==> src/rtl/dc_feeder_12.sv <==
// dc_feeder_12: feeds feature windows into one dot channel over the cs x phase schedule.
// Optional issue timeout enabled by defining DC_FEEDER_TIMEOUT_EN.
`ifndef DATA_LEN
`define DATA_LEN 16
`endif

// state | meaning
// IDLE  | waiting for start; outputs hold, pulses low
// FETCH | in_ready high, waiting for an upstream window
// ISSUE | loads high, waiting for dc_valid (or timeout)
// GAP   | loads low one cycle, advance cs/phase
// FIN   | done pulse, back to IDLE
module dc_feeder_12 #(
  parameter int N_CS    = 12,
  parameter int N_PHASE = 8,
  parameter int TMO_MAX = 15
) (
  input  logic                     clk,
  input  logic                     rst_n,
  input  logic                     start,
  input  logic                     in_valid,
  input  logic [36*`DATA_LEN-1:0]  in_data,
  output logic                     in_ready,
  output logic                     dc_load,
  output logic                     ws_load,
  output logic [3:0]               cs,
  output logic [2:0]               phase,
  output logic [36*`DATA_LEN-1:0]  d,
  input  logic                     dc_valid,
  input  logic [`DATA_LEN-1:0]     dc_q,
  output logic                     res_valid,
  output logic [`DATA_LEN-1:0]     res_data,
  output logic [3:0]               res_cs,
  output logic [2:0]               res_phase,
  output logic                     busy,
  output logic                     done,
  output logic                     err
);

  typedef enum logic [2:0] {IDLE, FETCH, ISSUE, GAP, FIN} state_t;

  localparam logic [3:0] CS_LAST  = 4'(N_CS - 1);
  localparam logic [2:0] PH_LAST  = 3'(N_PHASE - 1);
  localparam logic [3:0] TMO_LOAD = 4'(TMO_MAX - 1);

  state_t state, state_nx;
  logic   last_slot;
  logic   tmo_hit;

  assign last_slot = (cs == CS_LAST) && (phase == PH_LAST);

  always_ff @(posedge clk or negedge rst_n) begin
    if (!rst_n) state <= IDLE;
    else        state <= state_nx;
  end

  always_comb begin
    state_nx = state;
    case (state)
      IDLE:    if (start) state_nx = FETCH;
      FETCH:   if (in_valid) state_nx = ISSUE;
      ISSUE:   if (dc_valid || tmo_hit) state_nx = GAP;
      GAP:     state_nx = last_slot ? FIN : FETCH;
      FIN:     state_nx = IDLE;
      default: state_nx = IDLE;
    endcase
  end

  assign in_ready = (state == FETCH);
  assign dc_load  = (state == ISSUE);
  assign ws_load  = (state == ISSUE);
  assign busy     = (state != IDLE);
  assign done     = (state == FIN);

  always_ff @(posedge clk or negedge rst_n) begin
    if (!rst_n) begin
      d         <= '0;
      cs        <= '0;
      phase     <= '0;
      res_valid <= 1'b0;
      res_data  <= '0;
      res_cs    <= '0;
      res_phase <= '0;
    end else begin
      res_valid <= 1'b0;
      case (state)
        IDLE: begin
          if (start) begin
            cs    <= '0;
            phase <= '0;
          end
        end
        FETCH: begin
          if (in_valid) d <= in_data;
        end
        ISSUE: begin
          if (dc_valid || tmo_hit) begin
            // a timed-out slot still reports, with zero data, so the consumer sees every tag
            res_data  <= dc_valid ? dc_q : '0;
            res_cs    <= cs;
            res_phase <= phase;
            res_valid <= 1'b1;
          end
        end
        GAP: begin
          if (!last_slot) begin
            if (phase == PH_LAST) begin
              phase <= '0;
              cs    <= cs + 4'd1;
            end else begin
              phase <= phase + 3'd1;
            end
          end
        end
        default: ;
      endcase
    end
  end

`ifdef DC_FEEDER_TIMEOUT_EN
  logic [3:0] tmo_cnt;
  logic       err_q;

  // down-counter armed while fetching, expires on the TMO_MAX-th ISSUE cycle
  always_ff @(posedge clk or negedge rst_n) begin
    if (!rst_n) begin
      tmo_cnt <= '0;
      err_q   <= 1'b0;
    end else begin
      if (state == FETCH)
        tmo_cnt <= TMO_LOAD;
      else if (state == ISSUE && tmo_cnt != 4'd0)
        tmo_cnt <= tmo_cnt - 4'd1;
      if (tmo_hit) err_q <= 1'b1;
    end
  end

  assign tmo_hit = (state == ISSUE) && !dc_valid && (tmo_cnt == 4'd0);
  assign err     = err_q;
`else
  assign tmo_hit = 1'b0;
  assign err     = 1'b0;
`endif

endmodule
==> config.mk <==
export PLATFORM = sky130hd
export DESIGN_NAME = dc_feeder_12
export DESIGN_NICKNAME = d
export VERILOG_FILES = /design/src/rtl/dc_feeder_12.sv
export SDC_FILE = /design/constraint.sdc
export NUM_CORES = 1
export LEC_CHECK = 0
export CORE_AREA = 4 4 469 471
export CTS_BUF_LIST = sky130_fd_sc_hd__clkbuf_2 sky130_fd_sc_hd__clkbuf_4 sky130_fd_sc_hd__clkbuf_8
export DETAILED_ROUTE_END_ITERATION = 7
export DIE_AREA = 0 0 473 475
export DONT_BUFFER_PORTS = 1
export GPL_TIMING_DRIVEN = 0
export PLACE_DENSITY_LB_ADDON = 0.1
export SLEW_MARGIN = 0
export SYNTH_ARGS = -nofsm -noshare
export SYNTH_HDL_FRONTEND = slang
export SYNTH_SLANG_ARGS = --single-unit
export TNS_END_PERCENT = 20
==> constraint.sdc <==
create_clock -name clk -period 1.8 [get_ports clk]
set_input_delay 0.36 -clock clk [delete_from_list [all_inputs] [get_ports clk]]
set_output_delay 0.36 -clock clk [all_outputs]
set_load 0.01 [all_outputs]
Yosys cells after proc, flatten, opt, wreduce, memory -nomap -nowiden:

Index checks and enable logic that the tools add are counted.

* register bits after elaboration: 610
* bits of input ports: 597
* output and inout port bits: 613

* add/subtract/negate cells: 2
* equality and inequality tests: 11
* mux-type cells: 15
* reductions and logical operators: 9

Operator list (number)
* $mux W3: 7
* $mux W4: 3
* $pmux W3 S4: 1
* $ne A2 B2 Y1 const B: 4
* $pmux W4 S2: 1
* $eq A3 B2 Y1 const B: 2
* $eq A3 B3 Y1 const B: 2
* $pmux W3 S2: 1
* $reduce_and A3 Y1: 2
* $add A4 B1 Y4 const B: 1
* $eq A4 B4 Y1 const B: 1
* $reduce_and A2 Y1: 2
* $reduce_and A4 Y1: 1
* $add A3 B1 Y3 const B: 1
* $eq A3 B1 Y1 const B: 1
* $logic_not A3 Y1: 1
* $reduce_bool A3 Y1: 1
* $mux W1: 2
* $ne A2 B1 Y1 const B: 1
* $reduce_bool A2 Y1: 1
* $logic_and A1 B1 Y1: 1

Depth between registers and ports, before layout:

* depth after elaboration: 4
* depth in mapped cells: 7
* mapped depth without buffers: 5

Worst setup path after synthesis:

Ideal clock, no wire load.

* kind: reg2reg
* start point: reg phase[0]
* end point: reg state[0]
* library setup time: 0.122 ns
* arrival: 1.673 ns
* required time: 1.678 ns
* slack: 0.005 ns
* stages on the path, launching flop included: 7
* buffers on the path: 1
* path through: dfrtp_1 ha_1 ha_1 buf_2 nand4b_2 mux4_2 nor2b_1

* cells in the longest elaborated chain, start to end: 4

RTL lines
* from (decl): line 27 `output logic [2:0] phase,`
* from (signal assigned): line 111 `phase <= phase + 3'd1;`
* $eq A3 B3 Y1: line 50 `assign last_slot = (cs == CS_LAST) && (phase == PH_LAST);`
* $logic_and A1 B1 Y1: line 50
* $mux W3: line 63 `GAP: state_nx = last_slot ? FIN : FETCH;`
* $pmux W3 S4: line 59 `case (state)`
* to (signal assigned): line 54 `else state <= state_nx;`
* to (decl): line 46 `state_t state, state_nx;`

No other way between the ends.
A chain may end at the register's enable or synchronous reset.

Worst setup path in the final report:

* start point: reg state[2]
* end point: reg d[472]

* cells in the longest elaborated chain, start to end: 2

RTL lines
* $eq A3 B1 Y1: line 86 `case (state)`
* $reduce_and A2 Y1 (no source line)
* to (signal assigned): line 94 `if (in_valid) d <= in_data;`
* to (decl): line 28 `` output logic [36*`DATA_LEN-1:0] d, ``

No other way between the ends.

==> metrics.txt <==
# TYPE chip_impl_metric gauge
chip_impl_metric{name="drive_above_1_share",unit="%"} 35.2
chip_impl_metric{name="timing.critical_path.slowest_cell_delay",unit="ns"} 0.38
chip_impl_metric{name="clock_tree.buffer_depth",unit=""} 3
chip_impl_metric{name="ys_async_sr_fraction",unit="%"} 100
chip_impl_metric{name="gp_routability_congestion",unit=""} 0.793
chip_impl_metric{name="vias_in_the_first_global_route",unit=""} 17900
chip_impl_info{name="tritoncts",value="done"} 1
chip_impl_metric{name="synth.distinct_cells",unit=""} 37
chip_impl_metric{name="ctsHoldBuffers",unit=""} 730
chip_impl_metric{name="largest_net_degree_at_the_start_of_global_routing",unit=""} 611
chip_impl_metric{name="fmaxAchievable",unit="MHz"} 425
chip_impl_metric{name="maxCapViolations",unit=""} 0
chip_impl_metric{name="synth_area",unit="mm2"} 0.0236
chip_impl_metric{name="wl_met1",unit="um"} 44100
chip_impl_metric{name="timing.final.ws_setup",unit="ns"} -0.551
chip_impl_info{name="synth_top_family_by_area",value="multiplexers"} 1
chip_impl_metric{name="synth_simple_gate_area_share",unit="%"} 0.731
chip_impl_metric{name="routed_via_density",unit=""} 3.02
chip_impl_metric{name="die_width",unit="um"} 473
chip_impl_metric{name="area_fraction_in_compound_gates_after_synthesis",unit="%"} 0.360
chip_impl_metric{name="global_route_wire_length_before_repair",unit="um"} 159000
chip_impl_metric{name="routed_wl",unit="um"} 131000
chip_impl_metric{name="drc_errors",unit=""} 0
chip_impl_metric{name="top_level_ports",unit=""} 1210
chip_impl_metric{name="initial_core_util",unit="%"} 10.9
chip_impl_metric{name="floorplan.rows",unit=""} 171
chip_impl_metric{name="total_placed_instance_area",unit="mm2"} 0.0272
chip_impl_metric{name="worstPathMaxFanout",unit=""} 10
chip_impl_info{name="timing.critical_path.to_type",value="register"} 1
chip_impl_metric{name="post_synth_fa_ha_maj_area_fraction",unit="%"} 0.159
chip_impl_metric{name="fin_crit",unit="ns"} 2.35
chip_impl_metric{name="detailroute.via_count",unit=""} 15850
chip_impl_info{name="path_common_cell",value="buf_6"} 1
chip_impl_metric{name="post_synth_mux_area_share",unit="%"} 28.8
chip_impl_metric{name="fp.dieArea",unit="mm2"} 0.225
chip_impl_metric{name="postSynthAreaPerCell",unit="um2"} 17.8
chip_impl_metric{name="synth-seq-cells",unit=""} 610
chip_impl_info{name="layout.cells.most_common",value="dlygate4sd3_1"} 1
chip_impl_metric{name="post-route-util",unit="%"} 18.9
chip_impl_info{name="cp_slowest_cell",value="dfrtp_1"} 1
chip_impl_metric{name="place_hpwl",unit="um"} 96200
chip_impl_metric{name="p_per_area",unit="mW/mm2"} 1730
chip_impl_info{name="failed_checks",value="hold timing, setup timing"} 1
chip_impl_info{name="rsz0062_at_grt",value="true"} 1
chip_impl_metric{name="wl_per_cell",unit="um"} 24.9
chip_impl_metric{name="fin_nets",unit=""} 2877
chip_impl_info{name="path_cells",value="buf_6, buf_4, buf_6, buf_6, nor3_4, buf_6, buf_12, buf_16, clkbuf_16, buf_12, mux2_1"} 1
chip_impl_metric{name="fin_crit_sh",unit="%"} 131
chip_impl_metric{name="syn-num-nets",unit=""} 1930
chip_impl_info{name="setup.worst_path.class",value="reg -> reg"} 1
chip_impl_metric{name="place.port_buffers",unit=""} 0
chip_impl_metric{name="clkLatencyLatePin",unit="ns"} 0.87
chip_impl_metric{name="globalRoute.totalOverflow",unit=""} 0
chip_impl_metric{name="synth-edff-count",unit=""} 0
chip_impl_info{name="maxUsedRoutingLayer",value="met5"} 1
chip_impl_metric{name="worst_setup_hold_path_clk_slew",unit="ns"} 0.05
chip_impl_metric{name="final.fill_count",unit=""} 23283
chip_impl_metric{name="timing.clock.skew",unit="ns"} 0.0482
chip_impl_metric{name="ir_drop",unit="uV"} 691
chip_impl_metric{name="slew_violations",unit=""} 0
chip_impl_info{name="min-delay-path-class",value="in -> async"} 1
chip_impl_metric{name="tritoncts.num_buffers",unit=""} 135
chip_impl_metric{name="static-leakage-power",unit="uW"} 0.0171
chip_impl_metric{name="final_area",unit="mm2"} 0.0407
chip_impl_metric{name="tightestPinTransition",unit="ns"} 0.995
chip_impl_info{name="startpoint_type",value="register"} 1
chip_impl_metric{name="antenna_found_initial",unit=""} 64
chip_impl_metric{name="area_growth",unit="%"} 72.5
chip_impl_metric{name="cts-htree-levels",unit=""} 4
chip_impl_info{name="layout.cells.most_common_list",value="dlygate4sd3_1 (730), dfrtp_1 (599), mux2_4 (392)"} 1
chip_impl_info{name="synth_flop_cell",value="dfrtp_1"} 1
chip_impl_metric{name="tritoncts_num_sinks",unit=""} 610
chip_impl_metric{name="final_antenna_net_count",unit=""} 0
chip_impl_metric{name="synthCells",unit=""} 1330
chip_impl_info{name="outcome",value="finished with violations"} 1
chip_impl_metric{name="detailroute.wirelength.met2",unit="um"} 67700
chip_impl_metric{name="critPathRequiredTime",unit="ns"} 2.53
chip_impl_metric{name="finalHoldViolations",unit=""} 166
chip_impl_metric{name="finalSetupViolCount",unit=""} 615
chip_impl_metric{name="timing.slew.headroom",unit="%"} 33.6
chip_impl_metric{name="synth_seq_area_share",unit="%"} 64.6
chip_impl_metric{name="detailedRoute.firstPassIterationCount",unit=""} 4
chip_impl_metric{name="dr_wl_met3",unit="um"} 15300
chip_impl_metric{name="detailedRoute.firstIterationViolations",unit=""} 439
chip_impl_metric{name="hold_slack",unit="ns"} -0.802
chip_impl_metric{name="die_h",unit="um"} 475
chip_impl_metric{name="yosys.area_share.xor_xnor",unit="%"} 0
chip_impl_metric{name="ys.warnings.count",unit=""} 0
chip_impl_info{name="clk_root_buffer_cell",value="clkbuf_8"} 1
chip_impl_metric{name="design.core.area",unit="mm2"} 0.216
chip_impl_metric{name="worst_ep_arrival_time",unit="ns"} 3.08
chip_impl_metric{name="grt_util_all_layers",unit="%"} 10.4
[cells in the mapped netlist, types with 2 or more instances]
cell / instances / area, um2
mux2i_1: 3 / 30.0
nor2b_1: 3 / 18.8
mux2_1: 559 / 6290
buf_6: 8 / 90.1
nor2_1: 3 / 11.3
buf_8: 5 / 75.1
and2_1: 2 / 12.5
ha_1: 3 / 37.5
o21ai_0: 2 / 10.0
buf_2: 3 / 15.0
mux2_2: 41 / 462
o2bb2ai_1: 3 / 26.3
nor3_1: 2 / 10.0
dfrtp_1: 610 / 15300
nand3_1: 2 / 10.0
buf_12: 50 / 1000
buf_4: 7 / 52.6
nor3b_1: 2 / 15.0
inv_1: 2 / 7.51
a21oi_1: 3 / 15.0
[state kept, by name, summed over array words and instances, names as in the netlist]
name / flops
d: 576
res_data: 16
cs: 4
res_cs: 4
phase: 3
res_phase: 3
state: 3
res_valid: 1
[logic make-up after synthesis]
family	Yosys count
flops	610
mux	604
buf+inv	76
simple gates	24
compound gates	12
fa+ha+maj	3
other cells	1
[worst max-delay path: cells and delay by family, from the launching register on]
kind,cells,cell delay [ns]
buffers and inverters,9,1.29
DFF,1,0.38
muxes,1,0.33
and+or+nand+nor,1,0.19
[worst paths after layout]
kind,from,to,slack (ns),depth (start not counted)
worst max-delay path,state[2]$_DFFE_PN0P_,d[472]$_DFFE_PN0P_,-0.55,11
worst min-delay path,rst_n,d[540]$_DFFE_PN0P_,-0.80,0
worst max register to register,state[2]$_DFFE_PN0P_,d[472]$_DFFE_PN0P_,-0.55,11
worst min register to register,d[278]$_DFFE_PN0P_,d[278]$_DFFE_PN0P_,0.56,1
max in group asynchronous,rst_n,d[261]$_DFFE_PN0P_,0.09,3
min in group clk,in_data[279],d[279]$_DFFE_PN0P_,0.18,2
[power breakdown]
part           internal (uW)  switching, uW
combinational          13900           6930
sequential             20800          12300
clock                   9590           7090
[metal layers]
layer,global-route usage [%],vias up
met4,3.31,28
met3,6.00,206
met1,9.66,8031
met2,19.0,913
li1,-,6672
met5,0,-
[per-stage QoR]
step,instances,setup TNS (ns),setup WS (ns),power (uW)
final,5246,-262.10,-0.551,70600
after global routing,5235,-346.85,-0.736,74600
after CTS,5154,-265.54,-0.762,64800
after detailed placement,4184,-108.65,-0.372,45300
after global placement,4184,-107.45,-0.390,45300
after floorplan,1330,0,0.00494,36700
[cell type report]
cell class	instances	area, um2	share of cell area (%)
Sequential cell	610	15300	37.5
Buffer	74	1420	3.48
Inverter	2	7.51	0.0184
Tap cell	2854	3570	8.77
Multi-Input combinational cell	644	8620	21.2
Antenna cell	26	65.1	0.160
Clock inverter	22	274	0.673
Clock buffer	204	2550	6.26
Timing Repair Buffer	810	8930	21.9
[timing repair]
item | in CTS | in global routing
setup buffers | 12 | 16
gates cloned | 2 | 46
pin swaps | 2 | 2
hold endpoints to repair | 1217 | 166
endpoints found under the setup margin | 1171 | 1036
gates resized for setup | 42 | 428
(Power assumes the default switching activity.)
